`src/rtl/phase_timer_pkg.sv`:
```
// Shared definitions for the phase timer: state encoding, default widths and
// small decode helpers for the three enable lines.
package phase_timer_pkg;

  localparam int DEFAULT_CW = 16;

  localparam logic [2:0] ST_IDLE = 3'd0;
  localparam logic [2:0] ST_ACC  = 3'd1;
  localparam logic [2:0] ST_LINE = 3'd2;
  localparam logic [2:0] ST_GEAR = 3'd3;
  localparam logic [2:0] ST_DONE = 3'd4;

  typedef enum logic [2:0] {
    S_IDLE = ST_IDLE,
    S_ACC  = ST_ACC,
    S_LINE = ST_LINE,
    S_GEAR = ST_GEAR,
    S_DONE = ST_DONE
  } state_e;

  // Enable vector ordering is {gear, line, acc}.
  function automatic logic is_multi(input logic [2:0] en);
    return (en[0] & en[1]) | (en[0] & en[2]) | (en[1] & en[2]);
  endfunction

  function automatic state_e phase_for(input logic [2:0] en);
    case (en)
      3'b001:  return S_ACC;
      3'b010:  return S_LINE;
      3'b100:  return S_GEAR;
      default: return S_IDLE;
    endcase
  endfunction

endpackage

```
`src/rtl/phase_timer_if.sv`:
```
// Control/status bundle between the clamp controller (master) and the phase
// timer (slave).
interface phase_timer_if #(
  parameter int CW = phase_timer_pkg::DEFAULT_CW
);

  logic          en_acc;
  logic          en_line_timer;
  logic          en_gear_timer;
  logic [CW-1:0] acc_len;
  logic [CW-1:0] line_len;
  logic [CW-1:0] gear_len;
  logic          ready;
  logic          line_end;
  logic          gear_end;
  logic          busy;
  logic          err;

  modport master (
    output en_acc, en_line_timer, en_gear_timer, acc_len, line_len, gear_len,
    input  ready, line_end, gear_end, busy, err
  );

  modport slave (
    input  en_acc, en_line_timer, en_gear_timer, acc_len, line_len, gear_len,
    output ready, line_end, gear_end, busy, err
  );

endinterface

```
`src/rtl/phase_timer_tick_gen.sv`:
```
// Prescaler for the phase timer: emits a one-cycle tick every PRESCALE
// enabled clock cycles, restartable from zero via clear.
module tick_gen #(
  parameter int PRESCALE = 1000
) (
  input  logic clk,
  input  logic resetn,
  input  logic clear,
  input  logic en,
  output logic tick
);

  localparam logic [15:0] TOP = 16'(PRESCALE - 1);

  logic [15:0] count_q, count_d;

  assign tick = en && (count_q == TOP);

  always_comb begin
    count_d = count_q;
    if (clear) begin
      count_d = '0;
    end else if (en) begin
      count_d = (count_q == TOP) ? '0 : count_q + 16'd1;
    end
  end

  always_ff @(posedge clk or negedge resetn) begin
    if (!resetn) begin
      count_q <= '0;
    end else begin
      count_q <= count_d;
    end
  end

endmodule

```
`src/rtl/phase_timer.sv`:
```
// Phase timer: times the accumulate, line and gear phases of the clamp
// sequence in prescaled ticks and reports completion with one-cycle pulses.
import phase_timer_pkg::*;

module phase_timer #(
  parameter int PRESCALE = 1000,
  parameter int CW       = DEFAULT_CW
) (
  input  logic         clk,
  input  logic         resetn,
  phase_timer_if.slave bus
);

  state_e        state_q, state_d;
  state_e        cur_q, cur_d;
  state_e        start_phase;
  logic [CW-1:0] len_q, len_d;
  logic [CW-1:0] cnt_q, cnt_d;
  logic [CW-1:0] start_len;
  logic          ready_q, ready_d;
  logic          line_end_q, line_end_d;
  logic          gear_end_q, gear_end_d;
  logic          busy_q, busy_d;
  logic          err_q, err_d;
  logic [2:0]    en;
  logic          multi, sel, cur_en, in_phase, start, tick;

  assign en       = {bus.en_gear_timer, bus.en_line_timer, bus.en_acc};
  assign multi    = is_multi(en);
  assign sel      = (|en) && !multi;
  assign in_phase = (state_q == S_ACC) || (state_q == S_LINE) || (state_q == S_GEAR);

  tick_gen #(.PRESCALE(PRESCALE)) u_tick_gen (
    .clk    (clk),
    .resetn (resetn),
    .clear  (start),
    .en     (in_phase),
    .tick   (tick)
  );

  always_comb begin
    start_phase = phase_for(en);
    case (start_phase)
      S_ACC:   start_len = bus.acc_len;
      S_LINE:  start_len = bus.line_len;
      S_GEAR:  start_len = bus.gear_len;
      default: start_len = '0;
    endcase
    case (cur_q)
      S_ACC:   cur_en = en[0];
      S_LINE:  cur_en = en[1];
      S_GEAR:  cur_en = en[2];
      default: cur_en = 1'b0;
    endcase
  end

  // Once err is set the block stays parked in IDLE until reset.
  always_comb begin
    state_d    = state_q;
    cur_d      = cur_q;
    len_d      = len_q;
    cnt_d      = cnt_q;
    err_d      = err_q;
    ready_d    = 1'b0;
    line_end_d = 1'b0;
    gear_end_d = 1'b0;
    start      = 1'b0;

    if (multi || err_q) begin
      err_d   = 1'b1;
      state_d = S_IDLE;
    end else begin
      case (state_q)
        S_IDLE: begin
          if (sel) start = 1'b1;
        end
        S_ACC, S_LINE, S_GEAR: begin
          if (!cur_en) begin
            state_d = S_IDLE;
          end else if (cnt_q == len_q) begin
            state_d    = S_DONE;
            ready_d    = (state_q == S_ACC);
            line_end_d = (state_q == S_LINE);
            gear_end_d = (state_q == S_GEAR);
          end else if (tick && (cnt_q != '1)) begin
            cnt_d = cnt_q + CW'(1);
          end
        end
        S_DONE: begin
          if (!cur_en) begin
            if (sel) start = 1'b1;
            else     state_d = S_IDLE;
          end
        end
        default: state_d = S_IDLE;
      endcase
    end

    if (start) begin
      state_d = start_phase;
      cur_d   = start_phase;
      len_d   = start_len;
      cnt_d   = '0;
    end

    busy_d = (state_d == S_ACC) || (state_d == S_LINE) || (state_d == S_GEAR);
  end

  always_ff @(posedge clk or negedge resetn) begin
    if (!resetn) begin
      state_q    <= S_IDLE;
      cur_q      <= S_IDLE;
      len_q      <= '0;
      cnt_q      <= '0;
      ready_q    <= 1'b0;
      line_end_q <= 1'b0;
      gear_end_q <= 1'b0;
      busy_q     <= 1'b0;
      err_q      <= 1'b0;
    end else begin
      state_q    <= state_d;
      cur_q      <= cur_d;
      len_q      <= len_d;
      cnt_q      <= cnt_d;
      ready_q    <= ready_d;
      line_end_q <= line_end_d;
      gear_end_q <= gear_end_d;
      busy_q     <= busy_d;
      err_q      <= err_d;
    end
  end

  assign bus.ready    = ready_q;
  assign bus.line_end = line_end_q;
  assign bus.gear_end = gear_end_q;
  assign bus.busy     = busy_q;
  assign bus.err      = err_q;

endmodule

```
`src/flat_wrapper.sv`:
```
// flat-port wrapper written by rule: the top's interface ports become plain ports
module phase_timer_flat 
#(
  parameter int PRESCALE = 1000,
  parameter int CW       = DEFAULT_CW
)
  (clk, resetn, bus_en_acc, bus_en_line_timer, bus_en_gear_timer, bus_acc_len, bus_line_len, bus_gear_len, bus_ready, bus_line_end, bus_gear_end, bus_busy, bus_err);
  phase_timer_if #(.CW(CW)) bus_i ();
  input  logic clk;
  input  logic resetn;
  input wire logic [$bits(bus_i.en_acc)-1:0] bus_en_acc;
  input wire logic [$bits(bus_i.en_line_timer)-1:0] bus_en_line_timer;
  input wire logic [$bits(bus_i.en_gear_timer)-1:0] bus_en_gear_timer;
  input wire logic [$bits(bus_i.acc_len)-1:0] bus_acc_len;
  input wire logic [$bits(bus_i.line_len)-1:0] bus_line_len;
  input wire logic [$bits(bus_i.gear_len)-1:0] bus_gear_len;
  output wire logic [$bits(bus_i.ready)-1:0] bus_ready;
  output wire logic [$bits(bus_i.line_end)-1:0] bus_line_end;
  output wire logic [$bits(bus_i.gear_end)-1:0] bus_gear_end;
  output wire logic [$bits(bus_i.busy)-1:0] bus_busy;
  output wire logic [$bits(bus_i.err)-1:0] bus_err;
  assign bus_i.en_acc = bus_en_acc;
  assign bus_i.en_line_timer = bus_en_line_timer;
  assign bus_i.en_gear_timer = bus_en_gear_timer;
  assign bus_i.acc_len = bus_acc_len;
  assign bus_i.line_len = bus_line_len;
  assign bus_i.gear_len = bus_gear_len;
  assign bus_ready = bus_i.ready;
  assign bus_line_end = bus_i.line_end;
  assign bus_gear_end = bus_i.gear_end;
  assign bus_busy = bus_i.busy;
  assign bus_err = bus_i.err;
  phase_timer #(.PRESCALE(PRESCALE), .CW(CW)) u_core (.clk(clk), .resetn(resetn), .bus(bus_i));
endmodule
```
`config.mk`:
```
export PLATFORM = sky130hd
export DESIGN_NAME = phase_timer_flat
export DESIGN_NICKNAME = d
export VERILOG_FILES = /design/src/rtl/phase_timer_pkg.sv /design/src/rtl/phase_timer_if.sv /design/src/rtl/phase_timer_tick_gen.sv /design/src/rtl/phase_timer.sv /design/src/flat_wrapper.sv
export SDC_FILE = /design/constraint.sdc
export NUM_CORES = 1
export LEC_CHECK = 0
export CAP_MARGIN = 20
export CORE_ASPECT_RATIO = 0.9
export CORE_UTILIZATION = 38
export DETAILED_ROUTE_END_ITERATION = 6
export PLACE_DENSITY = 0.63
export SYNTH_ARGS = -nofsm -noshare
export SYNTH_HDL_FRONTEND = slang
export SYNTH_SLANG_ARGS = --single-unit
export TNS_END_PERCENT = 5
```
`constraint.sdc`:
```
create_clock -name clk -period 2.6 [get_ports clk]
set_clock_uncertainty 0.05 [all_clocks]
set_input_delay 0.39 -clock clk [delete_from_list [all_inputs] [get_ports clk]]
set_output_delay 0.39 -clock clk [all_outputs]
set_load 0.05 [all_outputs]
```
==> impl_metrics.csv, run 1 <==
group,metric,value,unit
synth,yosysMostFrequentCell,"dfrtp_1",
critical_path,worst_path_most_repeated_cell,"or4_4",
layout,diodes,0,
synth,ys_seq_area_share,43.9,%
synth,async_reset_ff_share,100,%
die,initial_core_util,40.2,%
critical_path,worst_ep_required_time,2.82,ns
power,p_switching,0.000622,W
global_routing,grt_max_degree,59,
timing,hold_violations,0,
power,p_seq_share,44.3,%
routing,via_count,2985,
place,dp.cells,551,
timing,slew_headroom,64.5,%
timing,setup_tns,0,ns
die,die_h,90.5,µm
critical_path,critPathMaxFanout,6,
routing,antenna_left,0,
hold_path,hp-class,"reg2reg",
layout,final_cells,569,
synth,synth_mux_area_share,1.02,%
layout,final_area,4390,µm²
status,status,"complete, no violations",
place,gp_congestion,0.827,
die,num_rows,31,
critical_path,cp-start-kind,"flip-flop",
synth,synth_xor_area_share,7.69,%
synth,post_synth_fa_ha_maj_area_fraction,0.758,%
cts,cts-htree-levels,3,
synth,synth_compound_area_share,19.9,%
layout,postLayoutCoreUtil,53.4,%
layout,area_growth,33.0,%
synth,synth_top_family_by_area,"simple AND/OR/NAND/NOR gates",
power,swShare,26.9,%
synth,synth_edf_count,0,
power,comb_power_share,15.8,%
routing,drc,0,
timing,rsz0062_at_grt,"yes",
hold_path,whs_path_depth,1,
global_routing,grt_pass1_vias,2987,
routing,routed_wl,8280,µm
die,die_w,100,µm
synth,synth.largest_area_cell,"dfrtp_1",
routing,drt_iter0_drc,226,
timing,setup_viol,0,
synth,synth_top_area_share,43.9,%
power,p_int,0.00169,W
timing,max_freq,0.393,GHz
cts,cts_made_buffers,9,
routing,wl_per_cell,14.5,µm
power,peakVddDrop,0.270,mV
cts,cts-root-buf,"clkbuf_8",
critical_path,critPathKind,"reg2reg",
place,hpwlAfterDp,6020,µm
critical_path,critPathMaxStageDelay,0.55,ns
global_routing,grtUsageTotal,20.0,%
critical_path,r2r_cells,6,
routing,firstDrtPassIters,4,
critical_path,worst_setup_path_end_kind,"flip-flop",
critical_path,rr_startpoint,"u_core.u_tick_gen.count_q[13]",
cts,clk_latency,0.34,ns
synth,yosysWarnings,0,
power,pwr-share-clk,39.8,%
global_routing,grt_antenna_before_repair,0,
flow_run,drv_cap,0,
die,die-area,9070,µm²
place,port_buffers,57,
synth,synth_top_cells_by_count,"dfrtp_1 (58), nand2_1 (44), o21ai_0 (36), nor2_1 (34), xnor2_1 (25)",
cts,path_clk_slew,0.07,ns
layout,nets,504,
synth,synth_simple_gate_area_share,23.5,%
hold_path,hold-path-endpoint,"u_core.u_tick_gen.count_q[14]",
cts,cts_sinks,58,
hold_path,hold_path.startpoint,"u_core.u_tick_gen.count_q[14]",
timing,min_period_over_period,98.0,%
power,p_per_area,526,nW/µm²
cts,cts_resized,0,
cts,clk_path_buf_depth,2,
synth,synth_cells,375,
synth,ys_types,46,
critical_path,worst_r2r_endpoint,"u_core.cnt_q[8]",
synth,synth_area,3300,µm²
routing,viasPerCell,5.25,
die,core_area,8220,µm²
timing,max_slew.worst_pin.slew,0.533,ns
timing,period_needed,2.55,ns
critical_path,arrival,2.77,ns
synth,synth-main-ff-cell,"dfrtp_1",
die,ios,58,
critical_path,rrSetupSlack,0.05,ns
power,leakagePower,1.81,nW
critical_path,crit_path_top_delay_cell,"or4_4",
synth,synth.area.top_cells,"dfrtp_1 (44%), xnor2_1 (6.6%), o21ai_0 (5.5%)",
global_routing,grt_pass1_wl,14300,µm
synth,synth-seq-cells,58,
layout,drive_gt1_share,12.6,%
synth,synth.avg_cell_area,8.81,µm²
global_routing,overflow,0,
synth,syn-num-nets,430,
critical_path,crit_chain,"or4_4 -> nor4_4 -> o2111ai_2 -> or4_4 -> or3_1 -> a21oi_1",
cts,cts_tree,"yes",
timing,drv_slew,0,
place,dpl_cell_area,4160,µm²
-- metrics by stage --
step,hold WS [ns],setup slack [ns],total power (W)
final,0.444,0.0526,0.00231
after global routing,0.471,-0.0236,0.00242
after CTS,0.447,0.0424,0.00233
after detailed placement,0.372,-0.0484,0.00140
after global placement,0.371,-0.00333,0.00140
after floorplan,0.0444,0.208,0.00122
-- logic make-up after synthesis --
kind of cell	count (synthesis)
muxes	3
and+or+nand+nor	151
adders and majority gates	2
AOI/OAI and AO/OA	105
buffers and inverters	27
DFF	58
xor gates and xnor gates	29
-- cells in the final DEF, fill, tap and decap left out, drive strengths merged, types with 5 or more instances in the layout --
cell type / count
o21ai: 36
buf: 29
a21oi: 23
xnor2: 25
clkdlybuf4s50: 56
nor2b: 6
o31ai: 9
dfrtp: 58
o211ai: 6
a22oi: 17
nand2: 44
nor4: 7
or3: 7
nor2: 35
and3: 8
nand2b: 5
clkbuf: 9
nand4: 9
nand3: 13
-- power by group through the flow --
stage / combinational, W / clock (W) / sequential (W)
final: 0.000366 / 0.000922 / 0.00103
after global routing: 0.000410 / 0.000977 / 0.00103
after CTS: 0.000368 / 0.000941 / 0.00102
after detailed placement: 0.000366 / 0 / 0.00104
after global placement: 0.000356 / 0 / 0.00104
after floorplan: 0.000189 / 0 / 0.00103
-- per-layer routing --
layer  vias up  track usage, %  part of all wire, %
met4         0            4.35                 0.64
li1       1496               -                    -
met1      1429            29.0                   51
met2        54            29.5                   45
met3         6            5.73                  3.1
met5         -               0                    0
-- sequential cells by signal, summed over array words and instances (netlist names) --
| signal | count |
|---|---|
| u_core.bus.line_end | 1 |
| u_core.bus.ready | 1 |
| u_core.cnt_q | 16 |
| u_core.len_q | 16 |
| u_core.cur_q | 2 |
| u_core.bus.err | 1 |
| u_core.u_tick_gen.count_q | 16 |
| u_core.bus.gear_end | 1 |
| u_core.state_q | 3 |
| u_core.bus.busy | 1 |
-- worst max-delay path, delay by kind of cell, from the launching register on --
kind,cells,cell delay (ns)
flip-flops,1,0.38
AO/OA/AOI/OAI,2,0.37
AND/OR/NAND/NOR,4,1.68
-- repair_timing --
action,4_1_cts,5_1_grt
endpoints found under the hold margin,37,0
endpoints found under the setup margin,0,7
hold buffers,1,0
setup buffers,0,1
-- layout make-up --
type                            instances  area [µm²]
Fill cell                             792        3830
Multi-Input combinational cell        290        1750
Sequential cell                        58        1450
Timing Repair Buffer                   86         811
Tap cell                              115         144
Clock buffer                            9         124
Clock inverter                          7        93.8
Inverter                                4        15.0
-- worst max-delay path by stage --
| stage | startpoint | to | cells after the start |
|---|---|---|---|
| after floorplan | u_core.u_tick_gen.count_q[12] | u_core.cnt_q[5] | 7 |
| after global placement | bus_en_line_timer | u_core.cnt_q[5] | 9 |
| after detailed placement | bus_en_acc | u_core.cnt_q[12] | 7 |
| after CTS | u_core.u_tick_gen.count_q[12] | u_core.cnt_q[8] | 6 |
| after global routing | u_core.u_tick_gen.count_q[13] | u_core.cnt_q[4] | 7 |
| final | u_core.u_tick_gen.count_q[13] | u_core.cnt_q[8] | 6 |
(Power assumes the default switching activity.)
==> inputs of run 2 (changes only) <==
Settings changed: DONT_BUFFER_PORTS from default to 1, PLACE_DENSITY 0.63 to 0.54.
==> run 2 against run 1 <==
Final cell count shrank 12%. Sequential share of layout area grew 5.7 points. Global-route usage shrank 0.26 points. Largest cell class unchanged. Critical path type unchanged. Register-to-register slack is essentially flat.
==> impl_metrics.csv, run 2 (same netlist as run 1, synthesis figures left out) <==
group,metric,value,unit
layout,nets,438,
cts,post-cts-setup-buffers,0,
timing,setup_viol,0,
cts,cts_made_buffers,9,
timing,slew_headroom,50.1,%
routing,wl_per_cell,16.0,µm
timing,period_needed,2.56,ns
routing,drt_iter0_drc,155,
die,ios,58,
die,initial_core_util,40.2,%
power,peakVddDrop,0.258,mV
layout,drive_gt1_share,12.9,%
critical_path,crit_chain,"or4_4 -> nor4_4 -> o2111ai_2 -> or4_4 -> or3_1 -> a21oi_2",
layout,final_cell_mix,"dfrtp_1 (58), nand2_1 (44), o21ai_0 (36)",
critical_path,worst_setup_path_end_kind,"flip-flop",
power,p_total,0.00210,W
critical_path,rr_startpoint,"u_core.u_tick_gen.count_q[12]",
cts,cts-htree-levels,3,
critical_path,worst_ep_required_time,2.82,ns
routing,routed_wl,8050,µm
timing,rsz0062_at_grt,"yes",
layout,ff_latch_area,1450,µm²
routing,viasPerCell,5.49,
layout,area_growth,13.3,%
routing,drc,0,
critical_path,r2r_cells,6,
global_routing,grt_pass1_vias,2680,
place,dpl_cell_area,3500,µm²
die,die-area,9070,µm²
timing,hold_violations,0,
flow_run,drv_cap,0,
timing,drv_slew,0,
die,core_area,8220,µm²
place,dp.cells,485,
routing,antenna_left,0,
die,die_w,100,µm
hold_path,hold-path-endpoint,"u_core.cur_q[1]",
critical_path,critPathMaxFanout,6,
critical_path,worst_r2r_endpoint,"u_core.cnt_q[10]",
timing,min_period_over_period,98.3,%
place,gp_congestion,0.806,
critical_path,arrival,2.78,ns
timing,max_slew.worst_pin.slew,0.742,ns
cts,cts_sinks,58,
routing,firstDrtPassIters,4,
cts,clk_path_buf_depth,2,
hold_path,hp-class,"in2reg",
critical_path,crit_path_top_delay_cell,"or4_4",
power,p_per_area,560,nW/µm²
layout,final_area,3740,µm²
cts,cts_tree,"yes",
critical_path,worst_path_most_repeated_cell,"or4_4",
cts,path_clk_slew,0.08,ns
die,num_rows,31,
layout,final_common_cell,"dfrtp_1",
cts,cts-root-buf,"clkbuf_8",
hold_path,whs_path_depth,2,
layout,multi_input_area,1770,µm²
cts,clk_latency,0.34,ns
place,hpwlAfterDp,5740,µm
timing,setup_tns,0,ns
global_routing,overflow,0,
status,status,"complete, no violations",
global_routing,grtUsageTotal,19.7,%
timing,max_freq,0.391,GHz
layout,diodes,0,
global_routing,grt_max_degree,59,
hold_path,hold_path.startpoint,"bus_en_acc",
layout,fill_cells,837,
critical_path,critPathKind,"reg2reg",
layout,top_regs,"u_core.cnt_q x16, u_core.len_q x16, u_core.u_tick_gen.count_q x16",
routing,via_count,2762,
layout,final_cells,503,
global_routing,grt_antenna_before_repair,0,
power,leakagePower,1.52,nW
global_routing,grt_pass1_wl,13900,µm
place,port_buffers,0,
die,die_h,90.5,µm
critical_path,cp-start-kind,"flip-flop",
critical_path,critPathMaxStageDelay,0.54,ns
critical_path,rrSetupSlack,0.04,ns
run 2: changes by cell type in the layout (fill, tap and decap cells not counted), sizes merged:
| cell | change |
|---|---|
| clkinvlp | +1 |
| buf | -10 |
| bufinv | -2 |
| clkbuf | +1 |
| inv | +3 |
| clkinv | -3 |
| clkdlybuf4s50 | -56 |
run 2: worst max path at each step:
| stage | startpoint | end | slack [ns] |
|---|---|---|---|
| 3_3_place_gp | u_core.u_tick_gen.count_q[12] | u_core.cnt_q[5] | 0.10 |
| 6_report | u_core.u_tick_gen.count_q[12] | u_core.cnt_q[10] | 0.04 |
| 2_1_floorplan | u_core.u_tick_gen.count_q[12] | u_core.cnt_q[5] | 0.21 |
| 5_1_grt | u_core.u_tick_gen.count_q[13] | u_core.cnt_q[4] | -0.06 |
| 4_1_cts | u_core.u_tick_gen.count_q[12] | u_core.cnt_q[4] | 0.03 |
| 3_5_place_dp | u_core.u_tick_gen.count_q[12] | u_core.cnt_q[4] | 0.05 |
run 2: critical path, delay by kind of cell, from the launching register on:
family | cells | cell delay [ns]
AO/OA/AOI/OAI | 2 | 0.35
AND/OR/NAND/NOR | 4 | 1.68
flip-flops | 1 | 0.40
run 2: area by class of cell:
cell class	count	area share [%]
multi-input cells	290	47.4
flip-flops and latches	58	38.8
repair buffers	20	4.61
well taps	115	3.84
clock buffers	10	3.68
clock inverters	6	1.30
inverters	4	0.401
run 2: through the flow:
| stage | util [%] | worst slack [ns] | hold slack, ns |
|---|---|---|---|
| finish | 45.5 | 0.0438 | 0.176 |
| global route | 45.5 | -0.0634 | 0.187 |
| CTS | 45.3 | 0.0275 | 0.159 |
| detailed placement | 42.6 | 0.0539 | 0.0465 |
| global placement | 42.6 | 0.102 | 0.0463 |
| floorplan | - | 0.208 | 0.0444 |
run 2: routing by layer:
layer	track usage, %	share of wire, %	vias to the layer above
met3	6.11	3.8	8
met2	27.0	43	45
met4	5.19	0.94	0
met1	29.8	52	1334
met5	0	0	-
li1	-	-	1375
run 2: timing repair:
item                                   in CTS  in global routing
setup endpoints to repair                   0                  7
endpoints found under the hold margin      58                  0
hold buffers                                2                  0
resized for setup                           0                  4
run 2: power breakdown:
part	switching, W	internal (W)
Combinational	0.000162	0.000126
Sequential	0.0000637	0.000964
Clock	0.000402	0.000381
